`config.mk`:
```
export PLATFORM = sky130hd
export DESIGN_NAME = regfile_scoreboard_rv32
export DESIGN_NICKNAME = d
export VERILOG_FILES = /design/src/rtl/regfile_scoreboard_rv32.sv
export SDC_FILE = /design/constraint.sdc
export NUM_CORES = 2
export LEC_CHECK = 0
export ABC_AREA = 1
export CAP_MARGIN = 20
export CORE_MARGIN = 5
export CORE_UTILIZATION = 45
export CTS_CLUSTER_SIZE = 20
export DETAILED_ROUTE_END_ITERATION = 10
export PLACE_DENSITY_LB_ADDON = 0.12
export SYNTH_ARGS = -nofsm -noshare
export SYNTH_HDL_FRONTEND = slang
export SYNTH_SLANG_ARGS = --single-unit
```
`constraint.sdc`:
```
create_clock -name clk -period 72.1 [get_ports clk]
set_input_delay 14.42 -clock clk [delete_from_list [all_inputs] [get_ports clk]]
set_output_delay 14.42 -clock clk [all_outputs]
set_load 0.02 [all_outputs]
```
`src/rtl/regfile_scoreboard_rv32.sv`:
```
// Parametrised integer register file with a per-register pending-write scoreboard.
// Optional same-cycle write-to-read bypass is enabled by defining REGFILE_BYPASS_EN.
module regfile_scoreboard_rv32 #(
    parameter  int unsigned W    = 32,
    parameter  int unsigned NREG = 32,
    parameter  int unsigned NR   = 2,
    localparam int unsigned AW   = $clog2(NREG)
) (
    input  logic             clk,
    input  logic             rst,
    input  logic             we,
    input  logic [AW-1:0]    wr_addr,
    input  logic [W-1:0]     wr_data,
    input  logic             claim_valid,
    input  logic [AW-1:0]    claim_addr,
    input  logic [NR*AW-1:0] rs_addr,
    output logic [NR*W-1:0]  rs_data,
    output logic [NR-1:0]    rs_busy,
    output logic [NREG-1:0]  busy_vec,
    output logic             any_busy
);

    logic [W-1:0]    mem_q [NREG];
    logic [NREG-1:0] busy_q;
    logic [NREG-1:0] busy_d;
    logic            any_busy_q;
    logic            wr_en;
    logic            claim_en;

    assign wr_en    = we && (wr_addr != '0);
    assign claim_en = claim_valid && (claim_addr != '0);

    // Writeback retires a pending write; a same-edge claim belongs to a newer producer and wins.
    always_comb begin
        busy_d = busy_q;
        if (wr_en) begin
            busy_d[wr_addr] = 1'b0;
        end
        if (claim_en) begin
            busy_d[claim_addr] = 1'b1;
        end
        busy_d[0] = 1'b0;
    end

    always_ff @(posedge clk or posedge rst) begin
        if (rst) begin
            for (int i = 0; i < int'(NREG); i++) begin
                mem_q[i] <= '0;
            end
            busy_q     <= '0;
            any_busy_q <= 1'b0;
        end else begin
            if (wr_en) begin
                mem_q[wr_addr] <= wr_data;
            end
            busy_q     <= busy_d;
            any_busy_q <= |busy_d;
        end
    end

    assign busy_vec = busy_q;
    assign any_busy = any_busy_q;

    // Combinational read ports; x0 and out-of-range addresses read as zero and not busy.
    always_comb begin
        logic [AW-1:0] ra;
        rs_data = '0;
        rs_busy = '0;
        ra      = '0;
        for (int k = 0; k < int'(NR); k++) begin
            ra = rs_addr[k*AW +: AW];
            if ((32'(ra) < NREG) && (ra != '0)) begin
                rs_data[k*W +: W] = mem_q[ra];
                rs_busy[k]        = busy_q[ra];
            end
`ifdef REGFILE_BYPASS_EN
            // Forward writeback data; busy only if a new producer claims the same register now.
            if (!rst && wr_en && (ra == wr_addr)) begin
                rs_data[k*W +: W] = wr_data;
                rs_busy[k]        = claim_en && (claim_addr == wr_addr);
            end
`endif
        end
    end

endmodule

```
==> impl_metrics.yaml <==
outcome:
  status: "completed"
placed_design:
  gp_routability_congestion: 0.869
  dp_hpwl_mm: 131
  io_buffers: 153
  dp_cells: 9672
setup_path:
  worstSetupPathType: "in -> out"
  r2r_slack_ns: 70.59
  arrival_ns: 19.16
  worstRegToRegCells: 8
  r2r_start: "busy_vec[28]$_DFF_PP0_"
  crit_start: "rs_addr[5]"
  worstPathMaxFanout: 226
  r2r_end: "any_busy$_DFF_PP0_"
  crit_end: "rs_data[48]"
  required_ns: 57.68
  critPathCaptureType: "output port"
  critPathLaunchType: "primary input"
global_routing:
  antenna_found_initial: 10
  grt_pass1_vias: 54700
  grt_use_total_pct: 34.8
  grt.overflow.total: 0
  grt_pass1_wl_mm: 363
  grt_start_max_net_pins: 227
clock_network:
  ctsResizeCount: 0
  insertion_delay_ns: 0.76
  cts.sinks: 1056
  cts_max_path_buffers: 3
  cts_setup_buffers: 0
  cts_root_buffer: "clkbuf_16"
  ctsHoldBuffers: 0
  clkTransAtPathRegs_ns: 0.06
  tritoncts: "yes"
  htreeDepth: 3
  numCtsBuffers: 119
timing:
  worst_pin_slew_ns: 1.21
  hold_violations: 0
  min_period_over_period_pct: 46.6
  period_needed_ns: 33.58
  tns_ns: 0
  relSlewSlack_pct: 19.3
  rsz0062_at_grt: "false"
  slew_viol_final: 0
  holdWs_ns: 0.394
  clock.fmax_mhz: 29.8
  setup_viol: 0
  skew_ns: 0.0106
synthesis:
  syn-cell-area_um2: 58800
  yosysSeqAreaShare_pct: 44.9
  ys_seq_elements: 1056
  yosysWarnings: 0
  synth_edf_count: 0
  synthArstFlopShare_pct: 100
  syn_inst: 8469
  synth_area_per_cell_um2: 6.94
  ys_types: 27
  ys.flop_type: "dfrtp_1"
  syn_nets: 8525
power_and_ir_drop:
  powerDensity_nw_per_um2: 28.0
  vdd_ir_drop_max_mv: 0.0256
  p_leak_nw: 29.5
  fin_total_pwr_mw: 1.79
floorplan:
  dieArea_um2: 138000
  initial_core_util_pct: 45.4
  die_w_um: 372
  io_pins: 155
  dieHeight_um: 372
  rows: 132
  core-area_um2: 130000
detailed_routing:
  routed_wl_mm: 245
  vias: 59100
  vias_per_cell: 5.97
  drt_iter0_drc: 7617
  wl_per_cell_um: 24.7
  postRouteAntennaNets: 0
  first_pass_iters: 8
  drc_errors: 0
hold_path:
  hold-path-cell-count: 0
  min_from: "mem_q[1017]$_DFFE_PP0P_"
  hp-class: "reg -> reg"
final_layout:
  num-nets-final: 8109
  area_growth_pct: 8.91
  instances_no_fill: 9905
  drive_above_1_share_pct: 4.45
job:
  drv_cap: 0
[Yosys cell counts, types with 3 or more instances]
cell	n	area [µm²]
nand2_1	2974	11200
o21ai_0	1334	6680
nand3_1	1139	5700
dfrtp_1	1056	26400
nor2_1	502	1880
clkbuf_1	366	1370
a21oi_1	333	1670
buf_2	313	1570
inv_1	172	646
o21ai_1	103	515
buf_4	52	390
buf_1	39	146
buf_6	24	270
o211ai_1	16	120
inv_2	15	56.3
o22ai_1	8	50.1
nand4_1	5	31.3
nor3_1	5	25.0
inv_4	3	18.8
[placed cells by master, fill, tap and decap left out, drive strengths merged]
| cell | n |
|---|---|
| nand2 | 2974 |
| o21ai | 1437 |
| nand3 | 1141 |
| dfrtp | 1056 |
| nor2 | 503 |
| a21oi | 333 |
| inv | 189 |
| clkbuf | 176 |
| clkdlybuf4s50 | 143 |
| buf | 115 |
| clkinv | 35 |
| o211ai | 16 |
| bufinv | 12 |
| o22ai | 8 |
| diode | 7 |
| nor3 | 7 |
| nand4 | 5 |
| clkinvlp | 3 |
| nor4 | 1 |
| o21a | 1 |
| conb | 1 |
[layout make-up]
type | count | area [µm²]
Inverter | 191 | 791
Tap cell | 1742 | 2180
Clock inverter | 48 | 571
Antenna cell | 7 | 17.5
Timing Repair Buffer | 258 | 2470
Multi-Input combinational cell | 6427 | 28100
Fill cell | 13000 | 65600
Sequential cell | 1056 | 26400
Clock buffer | 176 | 3540
[stage by stage]
stage               worst slack, ns  util [%]  area [µm²]
floorplan                     27.96         -       58800
global placement              38.68      46.2       59800
detailed placement            38.66      46.2       59900
CTS                           38.66      49.4       64000
global route                  38.29      49.4       64000
finish                        38.52      49.4       64100
[critical path: stages]
cell             delay [ns]
buf_8                  0.28
inv_16                 0.71
buf_4                  0.94
buf_4                  0.84
nor2_1                 0.08
nor2_1                 0.12
o21ai_0                0.10
o21ai_1                0.12
nand2_1                0.07
nand2_1                0.10
a21oi_1                0.06
nor2_1                 0.40
clkdlybuf4s50_1        0.73
[cells by family (layout without fill, tap and decap cells)]
group,count (synthesis),in the layout,share of synthesized area [%]
AOI/OAI and AO/OA,1795,1795,15.4
and+or+nand+nor,4631,4631,32.1
other,1,8,0.00638
buffers and inverters,986,673,7.63
DFF,1056,1056,44.9
[flip-flops by register name (all words and copies together) (netlist names)]
name	count
any_busy	1
busy_vec	31
mem_q	1024
[power by group]
group | leakage, nW | total, mW | switching, mW | internal [mW]
sequential | 13.6 | 0.790 | 0.0870 | 0.703
combinational | 13.9 | 0.359 | 0.230 | 0.128
clock | 2.04 | 0.646 | 0.265 | 0.381
[metal layers]
| layer | vias up | GRT usage, % | part of all wire (%) |
|---|---|---|---|
| met5 | - | 0 | 0 |
| met4 | 0 | 13.1 | 4.4 |
| met3 | 649 | 7.01 | 11 |
| met2 | 3470 | 54.7 | 44 |
| met1 | 28200 | 47.6 | 41 |
| li1 | 26800 | - | - |
[worst min-delay path by stage]
stage / endpoint / slack (ns)
detailed placement: mem_q[1017]$_DFFE_PP0P_ / 0.38
global placement: mem_q[1011]$_DFFE_PP0P_ / 0.38
CTS: mem_q[1017]$_DFFE_PP0P_ / 0.40
finish: mem_q[1017]$_DFFE_PP0P_ / 0.39
floorplan: mem_q[1000]$_DFFE_PP0P_ / 0.44
global route: mem_q[1006]$_DFFE_PP0P_ / 0.41
Power figures use the tool's default switching activity.
